==> src/rtl/ball_ctl.sv <==
// Pong ball motion/collision controller: steps the ball once per frame, bounces it
// off walls and paddles, and scores misses. All position compares are 12-bit unsigned.
module ball_ctl #(
    parameter int H_RES       = 1024,
    parameter int V_RES       = 768,
    parameter int BALL_SIZE   = 15,
    parameter int PAD_HEIGHT  = 145,
    parameter int PAD_WIDTH   = 15,
    parameter int X_PAD_LEFT  = 30,
    parameter int X_PAD_RIGHT = 979,
    parameter int STEP_X      = 4,
    parameter int STEP_Y      = 3,
    parameter int HOLD_FRAMES = 60
) (
    input  logic        clk,
    input  logic        rst,
    input  logic        frame_tick,
    input  logic        serve,
    input  logic [9:0]  y_pad_left,
    input  logic [9:0]  y_pad_right,
    output logic [10:0] x_ball,
    output logic [9:0]  y_ball,
    output logic        in_play,
    output logic        pad_hit,
    output logic        point_left,
    output logic        point_right,
    output logic [1:0]  o_dbg_state
);
    localparam logic [1:0] S_IDLE   = 2'd0;
    localparam logic [1:0] S_MOVE   = 2'd1;
    localparam logic [1:0] S_SCORED = 2'd2;

    localparam int HW = $clog2(HOLD_FRAMES + 1);

    localparam logic [11:0] C_Y_MAX  = 12'(V_RES - 1 - BALL_SIZE);
    localparam logic [11:0] C_X_MAX  = 12'(H_RES - 1 - BALL_SIZE);
    localparam logic [11:0] C_L_FACE = 12'(X_PAD_LEFT + PAD_WIDTH + 1);
    localparam logic [11:0] C_R_FACE = 12'(X_PAD_RIGHT - BALL_SIZE - 1);
    localparam logic [11:0] C_SX     = 12'(STEP_X);
    localparam logic [11:0] C_SY     = 12'(STEP_Y);
    localparam logic [11:0] C_BS     = 12'(BALL_SIZE);
    localparam logic [11:0] C_PH     = 12'(PAD_HEIGHT);
    localparam logic [10:0] X_CTR    = 11'((H_RES - BALL_SIZE - 1) / 2);
    localparam logic [9:0]  Y_CTR    = 10'((V_RES - BALL_SIZE - 1) / 2);

    logic [1:0]    r_state;
    logic [10:0]   r_x;
    logic [9:0]    r_y;
    logic          r_dir_x;   // 1 = right
    logic          r_dir_y;   // 1 = down
    logic [HW-1:0] r_hold;
    logic          r_in_play;
    logic          r_pad_hit;
    logic          r_point_left;
    logic          r_point_right;

    logic [11:0] w_x, w_y, w_pl, w_pr, w_nx, w_ny;
    logic        w_ndx, w_ndy;
    logic        w_hit_l, w_hit_r, w_miss_l, w_miss_r;

    always_comb begin
        w_x  = {1'b0, r_x};
        w_y  = {2'b0, r_y};
        w_pl = {2'b0, y_pad_left};
        w_pr = {2'b0, y_pad_right};

        w_ndy = r_dir_y;
        if (!r_dir_y && (w_y <= C_SY)) begin
            w_ny  = 12'd0;
            w_ndy = 1'b1;
        end else if (r_dir_y && (w_y + C_SY >= C_Y_MAX)) begin
            w_ny  = C_Y_MAX;
            w_ndy = 1'b0;
        end else begin
            w_ny = r_dir_y ? (w_y + C_SY) : (w_y - C_SY);
        end

        // The x windows sit only in front of each face, so a ball that slipped past is never caught from behind.
        w_hit_l  = !r_dir_x && (w_x >= C_L_FACE) && (w_x < C_L_FACE + C_SX)
                   && (w_y + C_BS >= w_pl) && (w_y <= w_pl + C_PH);
        w_hit_r  = r_dir_x && (w_x > C_R_FACE - C_SX) && (w_x <= C_R_FACE)
                   && (w_y + C_BS >= w_pr) && (w_y <= w_pr + C_PH);
        w_miss_l = !w_hit_l && !w_hit_r && !r_dir_x && (w_x <= C_SX);
        w_miss_r = !w_hit_l && !w_hit_r && r_dir_x && (w_x + C_SX >= C_X_MAX);

        w_ndx = r_dir_x;
        if (w_hit_l) begin
            w_nx  = C_L_FACE;
            w_ndx = 1'b1;
        end else if (w_hit_r) begin
            w_nx  = C_R_FACE;
            w_ndx = 1'b0;
        end else begin
            w_nx = r_dir_x ? (w_x + C_SX) : (w_x - C_SX);
        end
    end

    always_ff @(posedge clk) begin
        if (rst) begin
            r_state       <= S_IDLE;
            r_x           <= X_CTR;
            r_y           <= Y_CTR;
            r_dir_x       <= 1'b1;
            r_dir_y       <= 1'b1;
            r_hold        <= '0;
            r_in_play     <= 1'b0;
            r_pad_hit     <= 1'b0;
            r_point_left  <= 1'b0;
            r_point_right <= 1'b0;
        end else begin
            r_pad_hit     <= 1'b0;
            r_point_left  <= 1'b0;
            r_point_right <= 1'b0;
            case (r_state)
                S_IDLE: begin
                    if (serve) begin
                        r_state   <= S_MOVE;
                        r_in_play <= 1'b1;
                    end
                end
                S_MOVE: begin
                    if (frame_tick) begin
                        if (w_miss_l || w_miss_r) begin
                            // Next serve heads toward the player who conceded.
                            r_state       <= S_SCORED;
                            r_in_play     <= 1'b0;
                            r_x           <= X_CTR;
                            r_y           <= Y_CTR;
                            r_dir_x       <= w_miss_r;
                            r_point_left  <= w_miss_r;
                            r_point_right <= w_miss_l;
                        end else begin
                            r_x       <= w_nx[10:0];
                            r_y       <= w_ny[9:0];
                            r_dir_x   <= w_ndx;
                            r_dir_y   <= w_ndy;
                            r_pad_hit <= w_hit_l | w_hit_r;
                        end
                    end
                end
                S_SCORED: begin
                    if (frame_tick) begin
                        if (r_hold == HW'(HOLD_FRAMES - 1)) begin
                            r_state <= S_IDLE;
                            r_hold  <= '0;
                            r_dir_y <= 1'b1;
                        end else begin
                            r_hold <= r_hold + 1'b1;
                        end
                    end
                end
                default: r_state <= S_IDLE;
            endcase
        end
    end

    assign x_ball      = r_x;
    assign y_ball      = r_y;
    assign in_play     = r_in_play;
    assign pad_hit     = r_pad_hit;
    assign point_left  = r_point_left;
    assign point_right = r_point_right;
    assign o_dbg_state = r_state;
endmodule

==> config.mk <==
export PLATFORM = sky130hd
export DESIGN_NAME = ball_ctl
export DESIGN_NICKNAME = d
export VERILOG_FILES = /design/src/rtl/ball_ctl.sv
export SDC_FILE = /design/constraint.sdc
export NUM_CORES = 1
export LEC_CHECK = 0
export CORE_ASPECT_RATIO = 1.4
export CORE_MARGIN = 3
export CORE_UTILIZATION = 55
export CTS_CLUSTER_DIAMETER = 30
export DETAILED_ROUTE_END_ITERATION = 6
export HOLD_SLACK_MARGIN = 0.05
export PLACE_DENSITY = 0.8
export SLEW_MARGIN = 20
export SYNTH_ARGS = -nofsm -noshare
export SYNTH_HDL_FRONTEND = slang
export SYNTH_SLANG_ARGS = --single-unit
==> constraint.sdc <==
create_clock -name clk -period 3.95 [get_ports clk]
set_input_delay 0.79 -clock clk [delete_from_list [all_inputs] [get_ports clk]]
set_output_delay 0.79 -clock clk [all_outputs]
set_load 0.005 [all_outputs]
Word level (Yosys, flattened, before mapping) --
Cells that the tools add are included.
Word-level totals: register bits after elaboration 35, output and inout port bits 27, logic and storage cells 105, ROM bits 0, bits in writable memories 0, bits in latches 0, memories kept 0
Cells by class: reductions and logical operators 32, bitwise operators 4, muxes and demuxes 29, shift operators 0, $mul 0, add/sub/neg operators 8, order comparisons 12, equal/unequal tests 10, divide/modulo/power cells 0
Operators by type and width (count):
- 11-bit two-way mux | 4
- 10-bit two-way mux | 4
- 10-bit by 8-bit adder with 11-bit output, second input constant | 2
- 10-bit by 11-bit <= comparator with 1-bit output | 2
- 1-bit logical AND | 15
- 11-bit by 3-bit adder with 12-bit output, second input constant | 1
- 12-bit by 10-bit >= comparator with 1-bit output | 1
- 12-bit by 10-bit >= comparator with 1-bit output, second input constant | 1
- 1-bit two-way mux | 12
- 2-bit != test, second input constant | 6
- 10-bit by 2-bit adder with 11-bit output, second input constant | 1
- 10-bit by 4-bit adder with 11-bit output, second input constant | 1
- 11-bit by 10-bit >= comparator with 1-bit output | 1
- 11-bit by 10-bit >= comparator with 1-bit output, second input constant | 1
- 11-bit by 6-bit >= comparator with 1-bit output, second input constant | 1
- 11-bit by 10-bit > comparator with 1-bit output, second input constant | 1
- 11-bit by 10-bit <= comparator with 1-bit output, second input constant | 1
- 11-bit by 3-bit <= comparator with 1-bit output, second input constant | 1
- 11-bit by 6-bit less-than comparator with 1-bit output, second input constant | 1
- 11-bit by 3-bit subtractor with 11-bit output, second input constant | 1
- 10-bit by 2-bit <= comparator with 1-bit output, second input constant | 1
- 2-bit two-way mux | 5
- 10-bit by 2-bit subtractor with 10-bit output, second input constant | 1
- 4-bit OR reduction | 2
- other kinds (20) | 28

Logic depth before layout (Yosys ltp) --
depth after elaboration 13, depth in mapped cells 16

Worst setup path after synthesis --
Ideal clock, no wire load.
path type register -> register, start register r_y[0], in the netlist y_ball[0], end register r_dir_x, cell stages (with the launch flop) 17, clock period less this slack 3.341 ns, library setup time 0.120 ns, arrival 3.221 ns, setup slack 0.609 ns, cell sequence dfxtp_1 clkbuf_1 inv_1 ha_1 or3b_2 nand2_1 nor2_1 xor2_1 ha_1 a21o_1 a21oi_1 o21ai_0 nand2b_1 o211a_1 clkbuf_1 o31a_1 o31a_1
On the way: word-level cells in the longest chain between the ends 11, elaborated cells on any way between the ends 21
RTL lines:
- from (decl) | line 48 | logic [9:0] r_y;
- from (signal assigned) | line 134 | r_y <= w_ny[9:0];
- 10-bit by 4-bit adder with 11-bit output | line 80, 82
- 12-bit by 10-bit >= comparator with 1-bit output / 11-bit by 10-bit >= comparator with 1-bit output (equally long branches) | line 80, 82
- 1-bit logical AND (on tied branches) (2 in series) | line 80, 82
- 1-bit zero test | line 83, 84
- 1-bit logical AND | line 83, 84
- 1-bit logical AND (on tied branches) (2 in series) | line 83, 84
- 1-bit logical OR | line 123 | if (w_miss_l || w_miss_r) begin
- 3-bit nonzero test (no source line)
- 3-bit AND reduction (no source line)
- to (signal assigned) | line 129 | r_dir_x <= w_miss_r;
- to (signal assigned) | line 135 | r_dir_x <= w_ndx;
- to (decl) | line 49 | logic r_dir_x;
Several ways; a longest one is shown, not always the timed one. A chain may end at the register's enable or synchronous reset.

Worst setup path after layout --
start input y_pad_left[0], end register r_x[7], in the netlist x_ball[7]
On the way: word-level cells in the longest chain between the ends 9, elaborated cells on any way between the ends 14
RTL lines:
- from (decl) | line 19 | input logic [9:0] y_pad_left,
- 10-bit by 8-bit adder with 11-bit output / 12-bit by 10-bit >= comparator with 1-bit output (equally long branches) | line 80 | && (w_y + C_BS >= w_pl) && (w_y <= w_pl + C_PH);
- 10-bit by 11-bit <= comparator with 1-bit output / 1-bit logical AND (equally long branches) | line 80
- 1-bit logical AND * | line 80
- 1-bit zero test | line 83, 84
- 1-bit logical AND | line 83, 84
- 1-bit logical AND (on tied branches) (2 in series) | line 83, 84
- 1-bit logical OR | line 123
- 11-bit two-way mux * | line 123
- to (signal assigned) | line 133 | r_x <= w_nx[10:0];
- to (decl) | line 47 | logic [10:0] r_x;
Every way passes the cells marked *; elsewhere a longest branch is shown, timed or not.

==> impl_results.md <==
* Hold Fails Final Rpt at 0
* Die W at between 70 and 80 µm
* R2R Setup Slk at 0.50 ns
* Avg Synthesized Cell Area at roughly 7.5 µm²
* Fraction of layout cells with a size suffix above 1 at 0.0979
* H-tree depth at 2
* CP endpoint: x_ball[7]$_SDFFE_PP1P_
* Mapped Cells at 501
* Final HPWL DP at 8170 µm
* Max Clock Skew at roughly 0.0089 ns
* Syn Nets at roughly 570
* Leak at between 1.5 and 2 nW
* Leading area contributor after synthesis: dfxtp_1
* Logic pwr share at 0.384
* Netlist cell types at 67
* Worst vdd ir at between 0.0002 and 0.0003 V
* Drt via density at 6.16
* Synth Register Bits at 35
* Post-synth top flop: dfxtp_1
* R2R cell count at 15
* Fin crit share at 0.939
* Peak Freq at ~0.27 GHz
* Top area cells in the synthesized netlist: dfxtp_1, ha_1, xnor2_1
* Post-Route WL at 10600 µm
* Worst setup EP type: flip-flop
* Hold_ws at 0.477 ns
* Pwr per Cell Area at 251 nW/µm²
* Hold Path Class: flip-flop to flip-flop
* Multi-input gate area at 2810 µm²
* Clock buffer depth at 2
* RSZ-0062 raised after global routing: false
* WL/cell at ~16 µm
* Int Pwr at 0.000764 W
* Grt ovf at 0
* # rows at 35
* Clock period minus worst slack at between 3 and 4 ns
* Beginning of the worst register-to-register path: y_ball[0]$_SDFFE_PP0P_
* Gr usage total at 0.274
* Final Wtd Congestion at 0.945
* Post-Syn Area at 3760 µm²
* Final Setup Violations at 0
* Number of buffers created by CTS at 5
* Clock Sinks at 35
* Nets@finish at approximately 640
* Final Max Slew Viols at 0
* Post-synth ARST share at 0
* Outcome: finished clean
* Diode count at 0
* Largest net degree at the start of global routing at 30
* Critical path class: input pin to flip-flop
* Clock transition at path regs at 0.07 ns
* DRC Markers at 0
* Sw Share at 0.339
* Post-DRT Antenna Nets at 0
* Number of global-route vias before repair at 3846
* CTS tree: built
* Total I/O pin count at 51
* Startpoint Class: input pin
* FF-to-FF End: r_dir_x$_SDFFE_PP1P_
* Clk network pwr share at 0.268
* DR iter-0 viols at 137
* Initial Utilization at 0.569
* Register area share after synthesis at 0.186
* Final core utilization at 0.697
* Area Growth Syn to Fin at 22.5%
* Rel. slew slack at 0.543
* Pwr Total at 0.00116 W
* Fillers at 567
* Psw at 0.000392 W
* Post CTS Setup Buffer Count at 0
* Synth warn at 0
* Critical path peak fanout at 4
* Seq pwr share at 0.348
* Worst setup path startpoint: y_pad_left[0]
* Root Driver: clkbuf_8
* Top cell type's share of synthesized area at 0.186
* Post-synth EDFFs at 0
* Arrival @ worst endpoint at 3.90 ns
* Initial antenna violation count at 0
* Reg area at 701 µm²
* # port buffers at 50
* Core Area at 6610 µm²
* Slew @ Worst Pin at between 0.6 and 0.7 ns
* First-pass GRT wire length at approximately 17000 µm
* WP data required at approximately 4.1 ns
* Max-Cap Viols at 0
* Die ar. at 7880 µm²
* Chip height at 104 µm
* Post-CTS Hold Buffers at 0
* Vias at roughly 4000
* TritonRoute pass-1 iters at 5
* Clk_lat worst skew at 0.29 ns
==> through the flow <==
step	setup WS [ns]	setup TNS (ns)	cell area, µm²	std cells
floorplan	0.609	0	3760	501
global placement	-0.00825	-0.0148	4500	647
detailed placement	-0.0882	-0.232	4500	647
CTS	0.183	0	4600	654
global route	0.0245	0	4610	654
finish	0.241	0	4610	654
==> state kept, by name, indices dropped and copies added, names as in the netlist <==
name,flops
point_left,1
in_play,1
o_dbg_state,2
r_dir_x,1
r_dir_y,1
pad_hit,1
y_ball,10
r_hold,6
point_right,1
x_ball,11
==> synth_stat cells (5+ instances only) <==
library cell and number:
a211oi_1 7, a21oi_1 27, a31oi_1 5, clkbuf_1 21, dfxtp_1 35, ha_1 49, inv_1 39, nand2_1 31
nand2b_1 5, nand3_1 25, nand3b_1 5, nand4_1 7, nor2_1 40, nor3_1 22, nor3b_1 5, o211ai_1 7
o21ai_0 39, or3_1 6, xnor2_1 26, xor2_1 10
==> logic make-up (layout without fill, tap and decap cells) <==
kind of cell / after synthesis / count (layout) / share of synthesized area
adders and majority gates: 49 / 49 / 0.163
xor gates and xnor gates: 36 / 36 / 0.0838
buffers and inverters: 66 / 127 / 0.0692
DFF: 35 / 35 / 0.186
AOI/OAI and AO/OA: 135 / 135 / 0.239
muxes: 4 / 4 / 0.0110
and+or+nand+nor: 176 / 176 / 0.248
==> layout make-up <==
| cell class | instances | area share |
|---|---|---|
| Clock inverter | 1 | 0.00652 |
| Sequential cell | 35 | 0.152 |
| Inverter | 39 | 0.0318 |
| Tap cell | 92 | 0.0250 |
| Multi-Input combinational cell | 400 | 0.610 |
| Clock buffer | 6 | 0.0158 |
| Timing Repair Buffer | 81 | 0.159 |
==> power by group through the flow <==
stage               sequential (W)  combinational, W  clock (W)
global placement          0.000408          0.000425          0
CTS                       0.000401          0.000440   0.000318
finish                    0.000402          0.000443   0.000310
detailed placement        0.000409          0.000437          0
global route              0.000405          0.000497   0.000325
floorplan                 0.000392          0.000293          0
==> how the worst min path moves through the flow <==
stage | start | depth (start not counted) | slack [ns] | endpoint
finish | r_hold[1]$_SDFFE_PP0P_ | 2 | 0.48 | r_hold[1]$_SDFFE_PP0P_
global route | r_hold[1]$_SDFFE_PP0P_ | 2 | 0.50 | r_hold[1]$_SDFFE_PP0P_
global placement | r_hold[1]$_SDFFE_PP0P_ | 2 | 0.46 | r_hold[1]$_SDFFE_PP0P_
detailed placement | r_hold[1]$_SDFFE_PP0P_ | 2 | 0.47 | r_hold[1]$_SDFFE_PP0P_
floorplan | r_hold[1]$_SDFFE_PP0P_ | 2 | 0.45 | r_hold[1]$_SDFFE_PP0P_
CTS | r_hold[1]$_SDFFE_PP0P_ | 2 | 0.48 | r_hold[1]$_SDFFE_PP0P_
==> cells in the final DEF, fill, tap and decap left out, types with 4 or more instances in the layout <==
cell | synthesis | routed
a211o_1 | 4 | 4
a211oi_1 | 7 | 7
a21o_1 | 4 | 4
a21oi_1 | 27 | 27
a31oi_1 | 5 | 5
buf_4 | 0 | 31
clkbuf_8 | 0 | 5
clkdlybuf4s50_1 | 0 | 50
dfxtp_1 | 35 | 35
ha_1 | 49 | 49
inv_1 | 39 | 39
nand2_1 | 31 | 31
nand2b_1 | 5 | 5
nand3_1 | 25 | 25
nand3b_1 | 5 | 5
nand4_1 | 7 | 7
nor2_1 | 40 | 40
nor2b_1 | 4 | 4
nor3_1 | 22 | 22
nor3b_1 | 5 | 5
o211ai_1 | 7 | 7
o21a_1 | 4 | 4
o21ai_0 | 39 | 39
o31a_1 | 4 | 4
or3_1 | 6 | 6
xnor2_1 | 26 | 26
xor2_1 | 10 | 10
==> metal layers <==
layer | global-route usage | vias to the layer above | share of wire
met4 | 0.130 | 0 | 0.032
met3 | 0.0408 | 35 | 0.052
met1 | 0.317 | 1900 | 0.41
li1 | - | 1950 | -
met5 | 0 | - | 0
met2 | 0.469 | 141 | 0.50
==> repair_timing <==
action | 4_1_cts | 5_1_grt
resized for setup | 0 | 2
endpoints found under the setup margin | 0 | 4
endpoints found under the hold margin | 0 | 0
==> worst max-delay path, stage by stage <==
cell and delay, ns:
clkdlybuf4s50_1 0.45, ha_1 0.25, a31oi_1 0.24, o21ai_0 0.16
xnor2_1 0.15, ha_1 0.30, nand2_1 0.09, a211oi_1 0.05
a2111o_1 0.40, a311oi_2 0.33, and2_2 0.24, o21ai_0 0.11
a221o_1 0.32
Power figures use the tool's default switching activity.
